$ cat config.mk
export PLATFORM = sky130hd
export DESIGN_NAME = pwm_deadtime_gen
export DESIGN_NICKNAME = d
export VERILOG_FILES = /design/src/rtl/pwm_pkg.sv /design/src/rtl/pwm_dead_time.sv /design/src/rtl/pwm_deadtime_gen.sv
export SDC_FILE = /design/constraint.sdc
export NUM_CORES = 1
export LEC_CHECK = 0
export CAP_MARGIN = 0
export CORE_UTILIZATION = 64
export CTS_BUF_LIST = sky130_fd_sc_hd__clkbuf_2
export CTS_CLUSTER_SIZE = 10
export DETAILED_ROUTE_END_ITERATION = 7
export PLACE_DENSITY_LB_ADDON = 0.1
export REMOVE_ABC_BUFFERS = 1
export SYNTH_ARGS = -nofsm -noshare
export SYNTH_HDL_FRONTEND = slang
export SYNTH_HIERARCHICAL = 1
export SYNTH_SLANG_ARGS = --single-unit
export TNS_END_PERCENT = 5
$ cat constraint.sdc
create_clock -name emu_clk -period 6.7 [get_ports emu_clk]
set_input_delay 1.34 -clock emu_clk [delete_from_list [all_inputs] [get_ports emu_clk]]
set_output_delay 1.34 -clock emu_clk [all_outputs]
set_load 0.01 [all_outputs]
$ cat src/rtl/pwm_pkg.sv
// Shared types and defaults for the dead-time PWM generator.
// Latency: n/a (declarations only).
// Backpressure: n/a.
package pwm_pkg;

  localparam int CNT_W_DEF = 16;
  localparam int DT_W_DEF  = 8;

  // Gate-drive sequencer states: both off, high side on, high->low gap,
  // low side on, low->high gap.
  typedef enum logic [2:0] {
    OFF   = 3'd0,
    HI    = 3'd1,
    DT_HL = 3'd2,
    LO    = 3'd3,
    DT_LH = 3'd4
  } pwm_state_t;

endpackage

$ cat src/rtl/pwm_dead_time.sv
// Dead-time inserter: turns raw PWM into non-overlapping high/low gate drives.
// Latency: falling side drops 1 clk after a raw edge, other side rises dead+1 clks after it.
// Backpressure: none; follows raw every cycle, forced OFF while i_en=0.
module pwm_dead_time
  import pwm_pkg::*;
#(
  parameter int DT_W = DT_W_DEF
) (
  input  logic            i_clk,
  input  logic            i_rst_n,
  input  logic            i_en,
  input  logic            i_raw,
  input  logic [DT_W-1:0] i_dead_act,
  output logic            o_ctrl,
  output logic            o_ctrl_n
);

  pwm_state_t      r_state;
  pwm_state_t      w_state_nxt;
  logic [DT_W-1:0] r_dcnt;
  logic [DT_W-1:0] w_dcnt_nxt;
  logic            r_ctrl;
  logic            r_ctrl_n;

  // Next state and gap counter; a gap always runs to completion, then the
  // side is chosen from raw at that moment (so a short glitch re-enters).
  always_comb begin
    w_state_nxt = r_state;
    w_dcnt_nxt  = r_dcnt;
    if (!i_en) begin
      w_state_nxt = OFF;
      w_dcnt_nxt  = '0;
    end else begin
      case (r_state)
        OFF: begin
          w_state_nxt = i_raw ? HI : LO;
        end
        HI: begin
          if (!i_raw) begin
            if (i_dead_act == '0) begin
              w_state_nxt = LO;
            end else begin
              w_state_nxt = DT_HL;
              w_dcnt_nxt  = i_dead_act;
            end
          end
        end
        LO: begin
          if (i_raw) begin
            if (i_dead_act == '0) begin
              w_state_nxt = HI;
            end else begin
              w_state_nxt = DT_LH;
              w_dcnt_nxt  = i_dead_act;
            end
          end
        end
        DT_HL, DT_LH: begin
          if (r_dcnt <= DT_W'(1)) begin
            w_state_nxt = i_raw ? HI : LO;
            w_dcnt_nxt  = '0;
          end else begin
            w_dcnt_nxt  = r_dcnt - DT_W'(1);
          end
        end
        default: begin
          w_state_nxt = OFF;
          w_dcnt_nxt  = '0;
        end
      endcase
    end
  end

  // State, gap counter and gate drives; drives are decoded from the next
  // state so they are registered yet always match the current state.
  always_ff @(posedge i_clk or negedge i_rst_n) begin
    if (!i_rst_n) begin
      r_state  <= OFF;
      r_dcnt   <= '0;
      r_ctrl   <= 1'b0;
      r_ctrl_n <= 1'b0;
    end else begin
      r_state  <= w_state_nxt;
      r_dcnt   <= w_dcnt_nxt;
      r_ctrl   <= (w_state_nxt == HI);
      r_ctrl_n <= (w_state_nxt == LO);
    end
  end

  assign o_ctrl   = r_ctrl;
  assign o_ctrl_n = r_ctrl_n;

endmodule

$ cat src/rtl/pwm_deadtime_gen.sv
// Period/duty PWM generator with shadowed settings and dead-time gate drives.
// Latency: settings apply at period wrap (or at once while disabled); outputs lag raw by 1 clk.
// Backpressure: none; load strobes are always accepted.
module pwm_deadtime_gen
  import pwm_pkg::*;
#(
  parameter int CNT_W = CNT_W_DEF,
  parameter int DT_W  = DT_W_DEF
) (
  input  logic             emu_clk,
  input  logic             emu_rst_n,
  input  logic             en,
  input  logic [CNT_W-1:0] period,
  input  logic [CNT_W-1:0] duty,
  input  logic [DT_W-1:0]  dead,
  input  logic             load,
  output logic             ctrl,
  output logic             ctrl_n,
  output logic             cyc_start
);

  logic [CNT_W-1:0] r_cnt;
  logic [CNT_W-1:0] r_period_sh;
  logic [CNT_W-1:0] r_duty_sh;
  logic [DT_W-1:0]  r_dead_sh;
  logic [CNT_W-1:0] r_period_act;
  logic [CNT_W-1:0] r_duty_act;
  logic [DT_W-1:0]  r_dead_act;
  logic             r_cyc_start;

  logic             w_wrap;
  logic             w_act_upd;
  logic             w_raw;
  logic             w_ctrl;
  logic             w_ctrl_n;

  // Wrap ends a running period; while disabled the active set tracks the
  // shadows every cycle so a fresh enable starts with current settings.
  assign w_wrap    = en && (r_cnt == r_period_act);
  assign w_act_upd = !en || w_wrap;
  assign w_raw     = (r_cnt < r_duty_act);

  // Shadow capture on every load strobe, regardless of enable.
  always_ff @(posedge emu_clk or negedge emu_rst_n) begin
    if (!emu_rst_n) begin
      r_period_sh <= '0;
      r_duty_sh   <= '0;
      r_dead_sh   <= '0;
    end else if (load) begin
      r_period_sh <= period;
      r_duty_sh   <= duty;
      r_dead_sh   <= dead;
    end
  end

  // Active settings; a load landing on the update cycle bypasses the shadow
  // so it is not delayed by a whole period.
  always_ff @(posedge emu_clk or negedge emu_rst_n) begin
    if (!emu_rst_n) begin
      r_period_act <= '0;
      r_duty_act   <= '0;
      r_dead_act   <= '0;
    end else if (w_act_upd) begin
      if (load) begin
        r_period_act <= period;
        r_duty_act   <= duty;
        r_dead_act   <= dead;
      end else begin
        r_period_act <= r_period_sh;
        r_duty_act   <= r_duty_sh;
        r_dead_act   <= r_dead_sh;
      end
    end
  end

  // Period counter, parked at zero while disabled.
  always_ff @(posedge emu_clk or negedge emu_rst_n) begin
    if (!emu_rst_n) begin
      r_cnt <= '0;
    end else if (!en || w_wrap) begin
      r_cnt <= '0;
    end else begin
      r_cnt <= r_cnt + CNT_W'(1);
    end
  end

  // One-clock cycle-start marker, registered from the count==0 cycle.
  always_ff @(posedge emu_clk or negedge emu_rst_n) begin
    if (!emu_rst_n) begin
      r_cyc_start <= 1'b0;
    end else begin
      r_cyc_start <= en && (r_cnt == '0);
    end
  end

  pwm_dead_time #(
    .DT_W (DT_W)
  ) u_dead_time (
    .i_clk      (emu_clk),
    .i_rst_n    (emu_rst_n),
    .i_en       (en),
    .i_raw      (w_raw),
    .i_dead_act (r_dead_act),
    .o_ctrl     (w_ctrl),
    .o_ctrl_n   (w_ctrl_n)
  );

  assign ctrl      = w_ctrl;
  assign ctrl_n    = w_ctrl_n;
  assign cyc_start = r_cyc_start;

endmodule

# Word-level counts from Yosys, hierarchy flattened
# Index checks and enable logic that the tools add are counted.
# op_classes
n_lt_le_gt_ge	2
mux	18
eq_ne	10
add_sub_neg	2
n_reduce_logical	9
# op_table
op	count
$mux 16	3
$mux 8	6
$pmux 8 s4	1
$add 16x1->16 const B	1
$eq 16x16->1	1
$logic_not 16->1	1
$lt 16x16->1	1
$mux 3	5
$pmux 3 s4	1
$eq 3x2->1 const B	3
$le 8x1->1 const B	1
$logic_not 8->1	1
$sub 8x1->8 const B	1
$eq 3x1->1 const B	2
$eq 3x3->1 const B	1
$logic_not 3->1	1
$ne 3x2->1 const B	1
$ne 3x3->1 const B	1
$reduce_and 3->1	1
$logic_and 1x1->1	2
$mux 2	1
$ne 2x2->1 const B	1
$reduce_or 2->1	1
$logic_not 1->1	1
other kinds (2)	2
# totals
inputBits	44
elab_cells	53
ff_bits	110

# Longest topological paths before layout
# Gate-level depths: netlist of the first run.
# depth
depth_word	6
depth_mapped	12
ltp_nobuf	12

# Hierarchy
# The synthesis of the first run kept the hierarchy.
# modules_own_cells
mod	instances	area_per_inst_um2	seq_area_each_um2	cells_each
pwm_deadtime_gen	1	4337.9	2427.3	325
pwm_dead_time	1	918.4	325.3	109

# Worst setup path before layout of the first run
# OpenSTA, ideal clock, no wires.
# synth_path
kind	register -> register
from	reg r_cnt[9]
to	reg u_dead_time.r_dcnt[0]
path_stages_with_launch	12
setup_ps	137
setup_slack_ps	4184
period_less_slack_ps	2516
path_buffers	0
arrival_time_ps	2379
path_cell_list	dfrtp_1 > ha_1 > a21oi_1 > o21ai_0 > a211oi_1 > o21ai_0 > a31oi_1 > inv_1 > nand2_1 > xnor2_1 > o211ai_1 > o21ai_0
# synth_between
elab_chain_len	3
word_cells_on_any_way	4
# synth_rtl
item	line	text
from (decl)	pwm_deadtime_gen.sv:22	logic [CNT_W-1:0] r_cnt;
from (signal assigned)	pwm_deadtime_gen.sv:83	r_cnt <= r_cnt + CNT_W'(1);
$lt 16x16->1 (*)	pwm_deadtime_gen.sv:41	assign w_raw = (r_cnt < r_duty_act);
named net w_raw	pwm_deadtime_gen.sv:33	logic w_raw;
$ne 3x2->1 (no source line) / $ne 3x3->1 (equally long branches)	n/a	
$reduce_and 3->1 (no source line) (*)	n/a	
to (signal assigned)	pwm_dead_time.sv:84	r_dcnt <= w_dcnt_nxt;
to (decl)	pwm_dead_time.sv:20	logic [DT_W-1:0] r_dcnt;
# Mark *: on every way through the listed nets, which the timed path passes. The rest lies on a longest branch.
# A chain may end at the register's enable or synchronous reset.

# Worst setup path after layout of the first run
# layout_path
from	reg r_cnt[9]
to	reg u_dead_time.r_dcnt[1]
# The elaborated chain is that of the path after synthesis.

==> results of run 1 <==
[final timing paths]
check / end / slack (ns)
setup / recovery: u_dead_time/r_dcnt[1] / 3.25
min in group asynchronous: r_period_sh[9] / 0.65
hold reg to reg: r_duty_act[14] / 0.53
hold / removal: r_duty_act[14] / 0.53
setup reg to reg: u_dead_time/r_dcnt[1] / 3.25
max in group asynchronous: r_period_act[11] / 4.76
[cells by family after synthesis]
kind of cell	Yosys count
AO/OA/AOI/OAI	54
XOR/XNOR	30
adder cells (fa/ha/maj)	19
buffers and inverters	44
multiplexers	80
flip-flops	110
AND/OR/NAND/NOR	97
[state kept, by name, summed over array words and instances (netlist names), 3 cells and up]
name / count
r_cnt: 16
r_dead_act: 8
r_dead_sh: 8
r_duty_act: 16
r_duty_sh: 16
r_period_act: 16
r_period_sh: 16
u_dead_time/r_dcnt: 8
u_dead_time/r_state: 3
[power groups by stage]
stage | Combinational, uW | Clock, uW | Sequential [uW]
floorplan | 109 | 0 | 762
global placement | 168 | 0 | 771
detailed placement | 179 | 0 | 775
CTS | 179 | 274 | 763
global route | 196 | 300 | 770
finish | 175 | 264 | 762
[layout by cell type, fill, tap and decap left out, drive strengths merged, types with 2 or more instances in the layout]
cell / n
nor4: 4
mux2: 80
nand2b: 3
nor2b: 3
a22oi: 4
nor3: 8
nand4: 11
buf: 4
inv: 27
a311oi: 3
ha: 19
clkbuf: 9
dfrtp: 110
or3: 6
clkinv: 5
a31oi: 4
a21o: 3
a21oi: 10
clkdlybuf4s50: 44
a211oi: 2
and4: 3
nand3: 10
a32oi: 2
nand2: 18
o21ai: 18
xnor2: 22
nor2: 25
nor4b: 2
xor2: 8
[critical path, stage by stage (launching register included)]
cell	delay, ns
dfrtp_1	0.54
ha_1	0.35
a21oi_1	0.15
o21ai_0	0.16
a211oi_1	0.24
o21ai_0	0.16
a31oi_1	0.66
inv_1	0.21
nand2_1	0.14
xnor2_1	0.09
o211ai_1	0.45
o21ai_0	0.18
[routing by layer]
metal	share of wire	global-route usage	vias up
li1	-	-	1608
met1	0.43	0.3051	1674
met2	0.51	0.4333	87
met3	0.042	0.05665	14
met4	0.018	0.06923	0
met5	0	0	-
[layout make-up]
type	instances	area (um2)
Clock inverter	7	48.80
Clock buffer	9	45.04
Tap cell	102	127.6
Inverter	25	93.84
Multi-Input combinational cell	280	2287
Fill cell	560	2024
Timing Repair Buffer	48	467.9
Sequential cell	110	2753
[through the flow]
stage	hold slack [ns]	cell area (um2)
finish	0.5254	5823
global route	0.5467	5823
CTS	0.5324	5823
detailed placement	0.4747	5729
global placement	0.4702	5729
floorplan	0.4582	5122
==> metrics, run 1 <==
status finished, final reports clean; Flop pwr share 0.635; Initial Util 0.6698; first-pass GRT wire length 16.36 mm; CTS Buffer Depth 2; Final min period 3.449 ns; crit start category flip-flop; largest family of logic cells by synthesized area multiplexers; synthesis-to-layout area growth 10.78%; Max-slew headroom 0.3604; Tcrit/Tclk final 0.5147; Clock transition at path regs 0.29 ns; Layout Cells excl Fill 581; area share of the largest cell type after synthesis 0.5237; HPWL after DPL 6.763 mm; Port Buffer Count 46; htree depth 3; CTS Buf Count 9; CTS tree done; setup bufs post-CTS 0; vias in the first global route 3478; hold path depth 1; PnR worst setup slack 3.251 ns; adder-cell share of the synthesized area 0.04523; number of routed nets with antenna violations 0; Detailed Route Iter0 Violations 131; worst-margin pin slew 0.9593 ns; CTS sink cnt 110; Net Sw Frac 0.2698; critical path class flip-flop to flip-flop; P_leak 0.002509 uW; die width 92.63 um; row cnt 32; initial antenna violation count 0; total of max-cap violations 0; DIE HEIGHT 92.63 um; most frequent cell after synthesis dfrtp_1; Crit. End Element flip-flop; sequential cell area fraction in the yosys report 0.5237; Setup WS pre-CTS 3.313 ns; Slew Viols, Final 0; main area contributors after synthesis dfrtp_1 (52%), mux2_2 (12%), mux2_1 (4.9%); Worst Path Arrival 3.90 ns; placed insts 565; Synth Flop Type dfrtp_1; Internal Pwr Total 877.0 uW; I/O pin cnt 47; f_max 0.2900 GHz; hold-fix buffers at CTS 0; total die area 8579 um2; final net count 537; final core occ 0.7420; Post-Syn Area 5256 um2; Vias/cell 5.823; number of flops mapped to enable cells by yosys 0; RSZ-0062 raised after global routing no; reg2reg path depth 11; largest net degree at the start of global routing 80; Overall Power 1201 uW; path type of the worst min-delay path flip-flop to flip-flop; Gate power share 0.146; layout cells sized above 1 0.1670; area leader, netlist dfrtp_1; Synth async-reset ratio 1.000; DR DRC count 0; Yosys reg bits 110; maximum fanout along the worst path 7; Pre-antenna DRT Iters 4; GRT overflow 0; final WL 9.433 mm; root buffer cell clkbuf_2; Worst-Skew Late Latency 0.57 ns; final setup skew 0.03081 ns; Synth Area in Compound Gates 0.06832; Sum Neg Setup Slack 0 ns; vias after detailed routing 3383; most frequent cells after synthesis dfrtp_1 (110), mux2_2 (57), inv_1 (25), nor2_1 (25), mux2_1 (23); Clock Power Share 0.220; crit path launch r_cnt[9]; # resized after CTS 0; Ant. Diodes 0; Synth Area in Simple Gates 0.09807; multiplexer share of the synthesized area 0.1714; Peak VDD IR 0.1462 mV; GPL Wtd Cong 0.9163; Syn Inst Count 434; Post-Synth XOR/XNOR Area 0.04999; Reg-to-Reg Start r_cnt[9]; routed length per instance 16.24 um; CP Data Required Time 7.15 ns; Syn Area/Cell 12.11 um2; Yosys warning count 6; switching power total 324.1 uW; Unique masters post-synth 48; final hold vios 0; hold path startpoint r_duty_act[14]; PD cells 206.3 nW/um2; GRT Overall Usage 0.2465; Final setup viols 0; core area 7848 um2
No activity file was read; power rests on OpenSTA's default activity.
==> run 2: changes to the inputs <==
CORE_UTILIZATION = 54   (was 64)
clock period = 2.95 ns   (was 6.7 ns; I/O delays follow)
==> run 2 against run 1 <==
Effect of this change:
- first-iteration DRC count is 45% higher
- highest routed layer unchanged
- final cell count up 6.2%
- clock-buffer cell count unchanged
- fmax grew 31%
- critical path depth grew 2
==> metrics, run 2 (same netlist as run 1, synthesis figures left out) <==
layout cells sized above 1 0.1906 (+0.02356); Setup WS pre-CTS 0.1873 ns (-3.126 ns); Pre-antenna DRT Iters 4 (unchanged); root buffer cell clkbuf_2; CTS Buffer Depth 2 (unchanged); initial antenna violation count 0 (unchanged); path type of the worst min-delay path input pin to asynchronous set/reset pin; reg2reg path depth 13 (+2); Detailed Route Iter0 Violations 190 (+45%); vias after detailed routing 3406 (+0.68%); CTS sink cnt 110 (unchanged); Crit. End Element flip-flop; total of max-cap violations 0 (unchanged); CTS tree done; GRT Overall Usage 0.2103 (-0.03624); P_leak 0.002572 uW (+2.5%); worst stage delay on the critical path 0.50 ns (-0.16 ns); status finished, final reports clean; most frequent cells in the layout dfrtp_1 (108), mux2_2 (57), clkdlybuf4s50_1 (44), inv_1 (25), nor2_1 (25); largest net degree at the start of global routing 60 (-25%); hold_ws 0.4350 ns (-0.09040 ns); HPWL after DPL 6.925 mm (+2.4%); Worst Path Arrival 3.16 ns (-0.74 ns); total die area 10130 um2 (+18%); Vias/cell 5.520 (-5.2%); final WL 9.711 mm (+2.9%); PD cells 474.4 nW/um2 (+130%); CP Data Required Time 3.48 ns (-3.67 ns); I/O pin cnt 47 (unchanged); final net count 546 (+1.7%); leading cell type in the layout, fill and taps excluded dfrtp_1; Max-slew headroom 0.5134 (+0.1529); crit-path cells ha_1 > a21oi_1 > o21ai_0 > a211oi_1 > o21ai_1 > a31oi_1 > buf_4 > inv_1 > nand2_1 > xnor2_1 > o211ai_1 > buf_4 > o21ai_0; worst-margin pin slew 0.7275 ns (-0.2318 ns); critical path class flip-flop to flip-flop; vias in the first global route 3405 (-2.1%); Final setup viols 0 (unchanged); die width 100.7 um (+8.7%); Ant. Diodes 0 (unchanged); first-pass GRT wire length 16.57 mm (+1.3%); Slew Viols, Final 0 (unchanged); DIE HEIGHT 100.7 um (+8.7%); Peak VDD IR 0.2827 mV (+93%); critical path's slowest cell dfrtp_2; number of routed nets with antenna violations 0 (unchanged); maximum fanout along the worst path 6 (-1); PnR worst setup slack 0.3244 ns (-2.927 ns); Initial Util 0.5635 (-0.1063); CTS Buf Count 9 (unchanged); Worst-Skew Late Latency 0.58 ns (about the same); final hold vios 0 (unchanged); post-route cell area 5979 um2 (+2.7%); f_max 0.3809 GHz (+31%); GRT overflow 0 (unchanged); Port Buffer Count 46 (unchanged); core area 9328 um2 (+19%); synthesis-to-layout area growth 13.76%; DR DRC count 0 (unchanged); Tcrit/Tclk final 0.8900 (+0.3753); Final min period 2.626 ns (-0.8231 ns); Filler cells 775 (+38%); Clock transition at path regs 0.29 ns (about the same); RSZ-0062 raised after global routing no; DP Area 5841 um2 (+1.9%); crit start category flip-flop; GPL Wtd Cong 0.8702 (-5.0%); row cnt 35 (+9.4%); final setup skew 0.02985 ns (-0.0009587 ns); htree depth 3 (unchanged); routed length per instance 15.74 um (-3.1%)
==> run 2: path summary, 6_finish.rpt <==
| check | startpoint | end | slack (ns) |
|---|---|---|---|
| min reg2reg | r_duty_act[10] | r_duty_act[10] | 0.53 |
| min in group emu_clk | r_duty_act[10] | r_duty_act[10] | 0.53 |
| max | r_cnt[11] | u_dead_time/r_dcnt[3] | 0.32 |
| max in group asynchronous | emu_rst_n | r_cnt[11] | 1.84 |
| max reg2reg | r_cnt[11] | u_dead_time/r_dcnt[3] | 0.32 |
| min | emu_rst_n | r_period_sh[4] | 0.44 |
==> run 2: worst max-delay path: cells and delay by family, from the launching register on <==
| kind | cells | cell delay (ns) |
|---|---|---|
| AO/OA/AOI/OAI | 7 | 1.09 |
| flip-flops | 1 | 0.50 |
| buffers and inverters | 3 | 0.43 |
| adder cells (fa/ha/maj) | 1 | 0.34 |
| XOR/XNOR | 1 | 0.15 |
| AND/OR/NAND/NOR | 1 | 0.08 |
==> run 2: final cells by class <==
type / instances / area, um2 / share of cell area
tap: 129 / 161.4 / 0.02699
timing repair buffer: 57 / 563.0 / 0.09416
clock inverter: 7 / 70.07 / 0.01172
inverter: 25 / 93.84 / 0.01569
clock buffer: 9 / 45.04 / 0.007533
sequential: 110 / 2755 / 0.4608
multi-input combinational: 280 / 2291 / 0.3831
==> run 2: where the power goes <==
group / internal, uW / switching, uW
Combinational: 232 / 176
Sequential: 1650 / 83.3
Clock: 201 / 492
==> run 2: layer usage <==
metal,share of wire,global-route usage,vias to the layer above
li1,-,-,1629
met1,0.51,0.3111,1671
met2,0.43,0.3182,99
met3,0.047,0.03051,7
met4,0.0094,0.07358,0
met5,0,0,-
==> run 2: timing repair <==
item | 4_1_cts | 5_1_grt
hold endpoints to repair | 29 | 0
setup endpoints to repair | 0 | 8
resized for setup | 0 | 4
setup buffers | 0 | 1
hold buffers | 1 | 0
==> run 2: metrics by stage <==
step / cells / util / total power (uW) / setup TNS (ns)
after global routing: 617 / 0.6410 / 2981 / 0
after detailed placement: 599 / 0.6262 / 2175 / 0
after global placement: 599 / 0.6262 / 2156 / 0
after CTS: 616 / 0.6396 / 2867 / 0
final: 617 / 0.6410 / 2836 / 0
after floorplan: 415 / - / 1980 / -73.04
